## config.mk

```make
export PLATFORM = sky130hd
export DESIGN_NAME = uart_tx_8bits_flat
export DESIGN_NICKNAME = d
export VERILOG_FILES = /design/src/rtl/uart_pkg.sv /design/src/rtl/uart_tx_8bits_if.sv /design/src/rtl/uart_baud_tick.sv /design/src/rtl/uart_tx_8bits.sv /design/src/flat_wrapper.sv
export SDC_FILE = /design/constraint.sdc
export NUM_CORES = 1
export LEC_CHECK = 0
export BUFFER_PORTS_ARGS = -buffer_cell sky130_fd_sc_hd__buf_2
export CORE_MARGIN = 10
export CORE_UTILIZATION = 55
export CTS_CLUSTER_SIZE = 20
export DETAILED_ROUTE_END_ITERATION = 8
export GPL_TIMING_DRIVEN = 0
export HOLD_SLACK_MARGIN = 0.08
export PLACE_DENSITY = 0.78
export SYNTH_ARGS = -nofsm -noshare
export SYNTH_HDL_FRONTEND = slang
export SYNTH_SLANG_ARGS = --single-unit
```

## constraint.sdc

```tcl
create_clock -name clk -period 2.8 [get_ports clk]
set_input_delay 0.14 -clock clk [delete_from_list [all_inputs] [get_ports clk]]
set_output_delay 0.14 -clock clk [all_outputs]
set_load 0.02 [all_outputs]
```

## src/rtl/uart_pkg.sv

```systemverilog
// Shared definitions for the 8-bit UART transmitter.
//   state_t    : FSM state encoding (PARITY is used only when UART_TX_PARITY_EN is defined)
//   DATA_BITS  : payload bits per frame
//   IDLE_LEVEL : mark level of the serial line
package uart_pkg;

  typedef enum logic [2:0] {
    IDLE   = 3'd0,
    START  = 3'd1,
    DATA   = 3'd2,
    STOP   = 3'd3,
    PARITY = 3'd4
  } state_t;

  localparam int   DATA_BITS  = 8;
  localparam logic IDLE_LEVEL = 1'b1;

endpackage

```

## src/rtl/uart_tx_8bits_if.sv

```systemverilog
// Word handshake between the upstream counter and the UART transmitter.
//   data_in    : word offered by upstream
//   data_valid : upstream has a word on data_in
//   data_ready : transmitter can accept a word this cycle
// Handshake: a word transfers on every rising clk edge where data_valid and
// data_ready are both 1. Upstream holds data_in/data_valid stable until that
// edge; data_valid while data_ready=0 is ignored and nothing is dropped.
interface uart_tx_8bits_if;
  import uart_pkg::*;

  logic [DATA_BITS-1:0] data_in;
  logic                 data_valid;
  logic                 data_ready;

  modport master (output data_in, output data_valid, input  data_ready);
  modport slave  (input  data_in, input  data_valid, output data_ready);

endinterface

```

## src/rtl/uart_baud_tick.sv

```systemverilog
// Baud-rate divider for the UART transmitter.
//   clk   : system clock
//   rst   : synchronous active-high reset
//   clear : holds the counter at 0 (used while the transmitter is idle)
//   tick  : high for the one cycle in which the counter equals CLKS_PER_BIT-1
// The counter wraps to 0 on the tick cycle, so each serial bit lasts exactly
// CLKS_PER_BIT cycles.
module uart_baud_tick #(
  parameter int CLKS_PER_BIT = 16
) (
  input  logic clk,
  input  logic rst,
  input  logic clear,
  output logic tick
);

  localparam int CNT_W = (CLKS_PER_BIT > 1) ? $clog2(CLKS_PER_BIT) : 1;
  localparam logic [CNT_W-1:0] LAST = CNT_W'(CLKS_PER_BIT - 1);

  logic [CNT_W-1:0] cnt;

  always_ff @(posedge clk) begin
    if (rst || clear) begin
      cnt <= '0;
    end else if (cnt == LAST) begin
      cnt <= '0;
    end else begin
      cnt <= cnt + CNT_W'(1);
    end
  end

  assign tick = (cnt == LAST);

endmodule

```

## src/rtl/uart_tx_8bits.sv

```systemverilog
// 8-bit UART transmitter: 1 start bit, 8 data bits LSB first, 1 stop bit.
// Optional even parity bit between data and stop when UART_TX_PARITY_EN is
// defined (frame grows from 10 to 11 bit times).
//   clk       : system clock, all state changes on the rising edge
//   rst       : synchronous active-high reset; abandons any frame in flight
//   bus       : word handshake (slave side): data_in, data_valid, data_ready
//   tx        : registered serial output, idle level 1
//   busy      : frame in progress (inverse of data_ready outside reset)
//   state_dbg : current FSM state, for observation only
module uart_tx_8bits
  import uart_pkg::*;
#(
  parameter int CLKS_PER_BIT = 16
) (
  input  logic             clk,
  input  logic             rst,
  uart_tx_8bits_if.slave   bus,
  output logic             tx,
  output logic             busy,
  output state_t           state_dbg
);

  state_t               state;
  logic [DATA_BITS-1:0] shift;
  logic [2:0]           bit_idx;
  logic                 tick;
`ifdef UART_TX_PARITY_EN
  logic                 parity;
`endif

  // Counter is held at 0 throughout IDLE, so the accept edge leaves it at 0
  // and the start bit gets a full CLKS_PER_BIT cycles.
  uart_baud_tick #(.CLKS_PER_BIT(CLKS_PER_BIT)) u_baud (
    .clk   (clk),
    .rst   (rst),
    .clear (state == IDLE),
    .tick  (tick)
  );

  // Ready is gated by rst so no word can be accepted on a reset edge.
  assign bus.data_ready = (state == IDLE) && !rst;
  assign busy           = (state != IDLE);
  assign state_dbg      = state;

  always_ff @(posedge clk) begin
    if (rst) begin
      state   <= IDLE;
      tx      <= IDLE_LEVEL;
      shift   <= '0;
      bit_idx <= '0;
`ifdef UART_TX_PARITY_EN
      parity  <= 1'b0;
`endif
    end else begin
      case (state)
        IDLE: begin
          tx <= IDLE_LEVEL;
          if (bus.data_valid) begin
            shift   <= bus.data_in;
            bit_idx <= '0;
            state   <= START;
            tx      <= 1'b0;
`ifdef UART_TX_PARITY_EN
            parity  <= ^bus.data_in;
`endif
          end
        end
        START: begin
          if (tick) begin
            state <= DATA;
            tx    <= shift[0];
          end
        end
        DATA: begin
          if (tick) begin
            if (bit_idx == 3'(DATA_BITS - 1)) begin
`ifdef UART_TX_PARITY_EN
              state <= PARITY;
              tx    <= parity;
`else
              state <= STOP;
              tx    <= IDLE_LEVEL;
`endif
            end else begin
              // tx is loaded from shift[1] because shift[0] is the bit
              // currently on the line.
              bit_idx <= bit_idx + 3'd1;
              shift   <= {1'b0, shift[DATA_BITS-1:1]};
              tx      <= shift[1];
            end
          end
        end
`ifdef UART_TX_PARITY_EN
        PARITY: begin
          if (tick) begin
            state <= STOP;
            tx    <= IDLE_LEVEL;
          end
        end
`endif
        STOP: begin
          if (tick) begin
            state <= IDLE;
            tx    <= IDLE_LEVEL;
          end
        end
        default: begin
          state <= IDLE;
          tx    <= IDLE_LEVEL;
        end
      endcase
    end
  end

endmodule

```

## src/flat_wrapper.sv

```systemverilog
// flat-port wrapper written by rule: the top's interface ports become plain ports
module uart_tx_8bits_flat import uart_pkg::*;
#(
  parameter int CLKS_PER_BIT = 16
)
  (clk, rst, tx, busy, state_dbg, bus_data_in, bus_data_valid, bus_data_ready);
  uart_tx_8bits_if bus_i ();
  input  logic clk;
  input  logic rst;
  output logic tx;
  output logic busy;
  output state_t state_dbg;
  input wire logic [$bits(bus_i.data_in)-1:0] bus_data_in;
  input wire logic [$bits(bus_i.data_valid)-1:0] bus_data_valid;
  output wire logic [$bits(bus_i.data_ready)-1:0] bus_data_ready;
  assign bus_i.data_in = bus_data_in;
  assign bus_i.data_valid = bus_data_valid;
  assign bus_data_ready = bus_i.data_ready;
  uart_tx_8bits #(.CLKS_PER_BIT(CLKS_PER_BIT)) u_core (.clk(clk), .rst(rst), .bus(bus_i), .tx(tx), .busy(busy), .state_dbg(state_dbg));
endmodule
```

# Word-level counts from Yosys, hierarchy flattened
# Cells that the tools add are included.
# Widths: inputs -> output; s select.
# classes
eq_ne	11
mux	20
n_reduce_logical	10
n_addsub	2
# ops
op	n
$mux 3	8
$mux 8	3
$pmux 8 s2	1
$pmux 3 s4	1
$ne 2x1->1 const B	4
$eq 3x2->1 const B	2
$pmux 3 s2	1
$mux 1	5
$reduce_and 5->1	1
$add 4x1->4 const B	1
$eq 4x4->1 const B	1
$ne 2x2->1 const B	2
$pmux 1 s4	1
$reduce_and 4->1	1
$add 3x1->3 const B	1
$eq 3x1->1 const B	1
$eq 3x3->1 const B	1
$logic_not 3->1	1
$reduce_and 3->1	1
$reduce_bool 3->1	1
$reduce_bool 2->1	1
$reduce_or 2->1	1
$logic_and 1x1->1	1
$logic_not 1->1	1
$logic_or 1x1->1	1
# totals
elab_cells	48
register_bits	19
output_inout_bits	6
input_bits	11

# Longest topological paths before layout
# Gate-level depths: netlist of run 1.
# depth
word_depth	4
ltp_mapped	7

# Cells and area by module
# A second synthesis of run 1 with hierarchy kept.
# unflattened
hier_cells	97
area_unflattened_um2	922.1
# by_module_without_submodules
module	area_per_inst_um2	cells_per_inst	n_inst
uart_tx_8bits	764.5	81	1
uart_baud_tick	157.7	16	1

# Worst setup path before layout of run 1
# Ideal clock, no wire load.
# synth_timing
path_type	register to register
from	register u_core.state[0], in the netlist u_core.state_dbg[0]
to	register u_core.state[0], in the netlist u_core.state_dbg[0]
stages_incl_launch_ff	7
t_required_ns	2.677
path_slack_ns	0.722
period_less_slack_ns	2.078
arrival_time_ns	1.955
setup_time_ns	0.123
cell_sequence	dfxtp_1 > inv_1 > ha_1 > buf_6 > or3_4 > a221oi_2 > mux2_1
# synth_via
elab_chain_len	3
# synth_lines
element	line	text
start: declaration	uart_tx_8bits.sv:23	state_t state;
start signal: assignment	uart_tx_8bits.sv:47	state <= IDLE;
start signal: assignment	uart_tx_8bits.sv:61	state <= START;
start signal: assignment	uart_tx_8bits.sv:70	state <= DATA;
$eq 3x2->1 (tied with other cells)	uart_tx_8bits.sv:55	case (state)
$ne 2x1->1 (no source line) / $ne 2x2->1 (equally long branches)	--	
$reduce_and 5->1 (no source line)	--	
# Several ways; a longest one is shown, not always the timed one.
# A chain may end at the register's enable or synchronous reset.

# Worst setup path after layout of run 1
# Same ends and word-level chain as after synthesis.

==> flow_metrics.tcl, run 1 <==
set metrics [dict create \
    power_density_nw_per_um2 969 \
    synthCells 108 \
    reg2reg_from "u_core.state_dbg[0]" \
    reg2reg_depth 6 \
    finClkSkew_ns 0.0123 \
    hold_path.class "input pin to flip-flop" \
    area_delta_synth_final_pct 12.4 \
    synthesis.area_um2 1040 \
    r2r_slack_ns 0.74 \
    first_global_vias 804 \
    design.core.area_um2 1760 \
    clk_latency_ns 0.30 \
    fmax_ghz 0.484 \
    synth_top_family_by_area "simple AND/OR/NAND/NOR gates" \
    cts_setup_buffers 0 \
    ctsHoldBuffers 0 \
    diodes 0 \
    ys_async_sr_fraction 0 \
    hold_viol 0 \
    numCtsBuffers 3 \
    fin_crit_sh 0.737 \
    synth_flop_cell "dfxtp_1" \
    required_ns 3.00 \
    drive_gt1_frac 0.270 \
    syn_avg_cell_area_um2 9.63 \
    clockBufferDepth 2 \
    setup_tns_ns 0 \
    ctsResizeCount 0 \
    tritoncts "done" \
    gp_congestion 0.757 \
    start_util 0.589 \
    ys_ff_latch 18 \
    die_y_um 63.5 \
    stdcell_count 151 \
    drc 0 \
    syn-num-nets 127 \
    firstDrtPassIters 3 \
    synth_adder_area_share 0.0963 \
    viasPerCell 5.15 \
    fp.dieW_um 63.5 \
    htree_levels 1 \
    critPathMaxFanout 9 \
    max_cap_violations 0 \
    placedCellCount 148 \
    clock-root-buffer "clkbuf_4" \
    synth-simple-area-share 0.207 \
    clk_pin_slew_ns 0.10 \
    synth_compound_area_frac 0.0746 \
    row_count 15 \
    hold_depth 4 \
    antenna_found_initial 0 \
    layout.nets 147 \
    via_count 777 \
    grt_max_degree 11 \
    cp.arrival_ns 2.26 \
    start_kind "flip-flop" \
    wl_per_cell_um 12.6 \
    rsz0062_at_grt "no" \
    slew_violations 0 \
    synth-edff-count 0 \
    totalWireLength_um 1910 \
    leakage_nw 0.541 \
    yosysWarnings 0 \
    dieArea_um2 4030 \
    ys_seq_area_frac 0.347 \
    critPathLaunch "u_core.state_dbg[0]" \
    grt_first_pass_wirelength_um 3310 \
    run_status "complete, no violations" \
    drtIter0Drc 6 \
    ant_nets 0 \
    synthDistinctLibCells 33 \
    overflow 0 \
    setup_viol 0 \
    grt_usage 0.0999 \
    numPortBuffers 15 \
    min_period_ns 2.06 \
    irDropWorstVdd_v 0.000495 \
    muxShareOfSynthArea 0.196 \
    path_class "flip-flop to flip-flop" \
    boundaryPins 17 \
    cts.sinks 18 \
    hpwl_um 1520 \
    synthXorXnorAreaFrac 0.0168 \
    hold_start "bus_data_in[7]" \
    critPathCaptureType "flip-flop" \
]
## worst max-delay path, cell delays in order, from the launching register on
cell and delay, ns:
dfxtp_1 0.41, inv_1 0.10, ha_1 0.21, buf_6 0.14, or3_4 0.39, a221oi_2 0.34
mux2_1 0.36
## cell type report
| cell class | instances | area (um^2) |
|---|---|---|
| Clock buffer | 3 | 22.5 |
| Timing Repair Buffer | 15 | 75.1 |
| Buffer | 6 | 42.5 |
| Tap cell | 25 | 31.3 |
| Inverter | 5 | 18.8 |
| Multi-Input combinational cell | 79 | 618 |
| Sequential cell | 18 | 360 |
| Fill cell | 161 | 596 |
## metal layers
metal / track usage / part of all wire / up-vias / routed length, um
met5: 0 / 0 / - / 0
met4: 0.0492 / 0.023 / 0 / 44
met3: 0.0353 / 0.047 / 5 / 90
met2: 0.171 / 0.47 / 14 / 899
met1: 0.106 / 0.46 / 360 / 870
li1: - / - / 398 / -
## sequential cells by signal (all words and copies together), names as in the netlist
signal	count
u_core.shift	8
u_core.u_baud.cnt	4
u_core.bit_idx	3
u_core.state_dbg	2
u_core.tx	1
## synth_stat cells, types with 2 or more instances
cell	n	area share
buf_6	2	0.022
clkbuf_1	2	0.0072
dfxtp_1	18	0.35
ha_1	8	0.096
inv_1	4	0.014
mux2_2	6	0.065
mux2i_1	11	0.11
nand2_1	19	0.069
nand2b_1	3	0.018
nand3_1	3	0.014
nor2_1	9	0.032
nor2b_1	2	0.012
## through the flow
| step | power (mW) | util | setup slack [ns] | area (um^2) | hold WS [ns] |
|---|---|---|---|---|---|
| floorplan | 0.891 | - | 0.722 | 1040 | 0.384 |
| global placement | 0.999 | 0.650 | 0.785 | 1150 | 0.434 |
| detailed placement | 1.02 | 0.650 | 0.733 | 1150 | 0.444 |
| CTS | 1.15 | 0.662 | 0.713 | 1170 | 0.199 |
| global route | 1.22 | 0.662 | 0.655 | 1170 | 0.209 |
| finish | 1.13 | 0.662 | 0.736 | 1170 | 0.198 |
## cells in the final DEF, fill, tap and decap left out, types with 3 or more instances in the layout
cell type | netlist | layout
nand2_1 | 19 | 19
dfxtp_1 | 18 | 18
buf_2 | 1 | 16
mux2i_1 | 11 | 11
nor2_1 | 9 | 9
ha_1 | 8 | 8
mux2_2 | 6 | 6
inv_1 | 4 | 4
nand3_1 | 3 | 3
nand2b_1 | 3 | 3
clkbuf_4 | 0 | 3
## cells by family (layout without fill, tap and decap cells)
kind of cell    Yosys count  count (layout)
simple gates             43              43
mux                      19              19
flops                    18              18
buf+inv                  11              29
fa+ha+maj                 8               8
compound gates            6               6
xor+xnor                  2               2
other cells               1               1
## where the power goes
part	switching [mW]	leakage [nW]	internal (mW)	total, mW
logic	0.313	0.380	0.307	0.620
registers	0.0499	0.147	0.336	0.386
clock network	0.0766	0.0138	0.0501	0.127
## final timing paths
check	end
min reg2reg	u_core.u_baud.cnt[0]
min	u_core.shift[7]
max reg2reg	u_core.state_dbg[0]
max	u_core.state_dbg[0]
Note: power is estimated with default switching activity, not from simulation.
==> inputs of run 2 (changes only) <==
--- a/config.mk
+++ b/config.mk
@@ -7,12 +7,12 @@
 export LEC_CHECK = 0
 export BUFFER_PORTS_ARGS = -buffer_cell sky130_fd_sc_hd__buf_2
 export CORE_MARGIN = 10
-export CORE_UTILIZATION = 55
+export CORE_UTILIZATION = 54
 export CTS_CLUSTER_SIZE = 20
 export DETAILED_ROUTE_END_ITERATION = 8
 export GPL_TIMING_DRIVEN = 0
 export HOLD_SLACK_MARGIN = 0.08
-export PLACE_DENSITY = 0.78
+export PLACE_DENSITY = 0.77
 export SYNTH_ARGS = -nofsm -noshare
 export SYNTH_HDL_FRONTEND = slang
 export SYNTH_SLANG_ARGS = --single-unit
==> constraint.sdc (replaced) <==
create_clock -name clk -period 2 [get_ports clk]
set_input_delay 0.1 -clock clk [delete_from_list [all_inputs] [get_ports clk]]
set_output_delay 0.1 -clock clk [all_outputs]
set_load 0.02 [all_outputs]
==> flow_metrics.tcl, run 2 (same netlist as run 1, synthesis figures left out) <==
set metrics [dict create \
    design_area_um2 1210 \
    fin_crit_sh 0.945 \
    hpwl_um 1600 \
    setup_viol 0 \
    finClkSkew_ns 0.00524 \
    clk_latency_ns 0.29 \
    p_total_mw 1.70 \
    reg_top3 "u_core.shift: 8 flops, u_core.u_baud.cnt: 4 flops, u_core.bit_idx: 3 flops" \
    grt_usage 0.106 \
    firstDrtPassIters 6 \
    layout.nets 148 \
    drtIter0Drc 8 \
    cts.sinks 18 \
    fmax_ghz 0.529 \
    critical_path.top_delay_family "simple AND/OR/NAND/NOR gates" \
    numPortBuffers 15 \
    register_area_um2 365 \
    run_status "complete, no violations" \
    drc 0 \
    final_util 0.678 \
    final_common_cell "nand2_1" \
    row_count 15 \
    viasPerCell 5.14 \
    start_kind "flip-flop" \
    pre_cts_slack_ns 0.0323 \
    ant_nets 0 \
    cp_slowest_stage_delay_ns 0.40 \
    leakage_nw 0.558 \
    totalWireLength_um 2060 \
    clk_pin_slew_ns 0.11 \
    crit_chain "inv_1 > ha_1 > buf_6 > or3_4 > a221oi_4 > mux2_1" \
    diodes 0 \
    slew_violations 0 \
    boundaryPins 17 \
    layout_setup_ws_ns 0.110 \
    path_class "flip-flop to flip-flop" \
    gp_congestion 0.740 \
    placed_cell_area_um2 1150 \
    die_y_um 63.9 \
    via_count 786 \
    grt_first_pass_wirelength_um 3640 \
    design.core.area_um2 1780 \
    drive_gt1_frac 0.305 \
    fillers 151 \
    largest_reg_flops 8 \
    htree_levels 1 \
    cp.arrival_ns 2.08 \
    rsz0062_at_grt "no" \
    clockBufferDepth 2 \
    area_delta_synth_final_pct 16.2 \
    wl_per_cell_um 13.4 \
    max_cap_violations 0 \
    power_density_nw_per_um2 1400 \
    required_ns 2.19 \
    irDropWorstVdd_v 0.000745 \
    dieArea_um2 4080 \
    setup_tns_ns 0 \
    overflow 0 \
    critPathCaptureType "flip-flop" \
    tritoncts "done" \
    first_global_vias 809 \
    clock-root-buffer "clkbuf_4" \
    start_util 0.583 \
    hold_path.class "input pin to flip-flop" \
    cp_slowest_cell "or3_4" \
    multiInputGateArea_um2 632 \
    critPathMaxFanout 9 \
    top_register "u_core.shift" \
    hold_slack_ns 0.166 \
    min_period_ns 1.89 \
    grt_max_degree 11 \
    placedCellCount 148 \
    stdcell_count 153 \
    numCtsBuffers 3 \
    final_cell_mix "nand2_1, buf_2, dfxtp_1" \
    cp.buffers_inverters 2 \
    fp.dieW_um 63.9 \
    antenna_found_initial 0 \
    hold_viol 0 \
]
[run 2: changes by cell type in the layout (fill, tap and decap cells not counted), sizes merged]
cell    change
buf         +1
clkbuf      +1
[run 2: path summary, 6_finish.rpt]
| kind | end | startpoint | depth (start not counted) | slack [ns] |
|---|---|---|---|---|
| worst min-delay path | u_core.shift[7] | bus_data_in[7] | 4 | 0.17 |
| worst max-delay path | u_core.state_dbg[0] | u_core.state_dbg[0] | 6 | 0.11 |
| worst min register to register | u_core.u_baud.cnt[0] | u_core.u_baud.cnt[0] | 1 | 0.45 |
| worst max register to register | u_core.state_dbg[0] | u_core.state_dbg[0] | 6 | 0.11 |
[run 2: layer usage]
layer / vias to the layer above / GRT usage / share of wire
met1: 367 / 0.118 / 0.43
met3: 2 / 0.0331 / 0.043
met4: 0 / 0.0410 / 0.0083
met5: - / 0 / 0
li1: 403 / - / -
met2: 14 / 0.184 / 0.52
[run 2: layout make-up]
| type | count | area share |
|---|---|---|
| Inverter | 5 | 0.0155 |
| Buffer | 6 | 0.0352 |
| Sequential cell | 18 | 0.302 |
| Tap cell | 25 | 0.0259 |
| Clock buffer | 4 | 0.0300 |
| Timing Repair Buffer | 16 | 0.0683 |
| Multi-Input combinational cell | 79 | 0.523 |
[run 2: worst reg2reg max path, cell delays in order, from the launching register on]
cell and delay, ns:
dfxtp_4 0.38, inv_1 0.06, ha_1 0.20, buf_6 0.15, or3_4 0.40, a221oi_4 0.25
mux2_1 0.34
[run 2: report_power, final]
part	total (mW)	internal (mW)	switching (mW)
Sequential	0.550	0.477	0.0733
Clock	0.223	0.111	0.112
Combinational	0.924	0.469	0.456
[run 2: what timing repair did]
| action | in CTS | in global routing |
|---|---|---|
| endpoints found under the setup margin | 0 | 2 |
| buffers inserted | 0 | 1 |
| gates resized for setup | 0 | 4 |
| hold buffers | 0 | 0 |
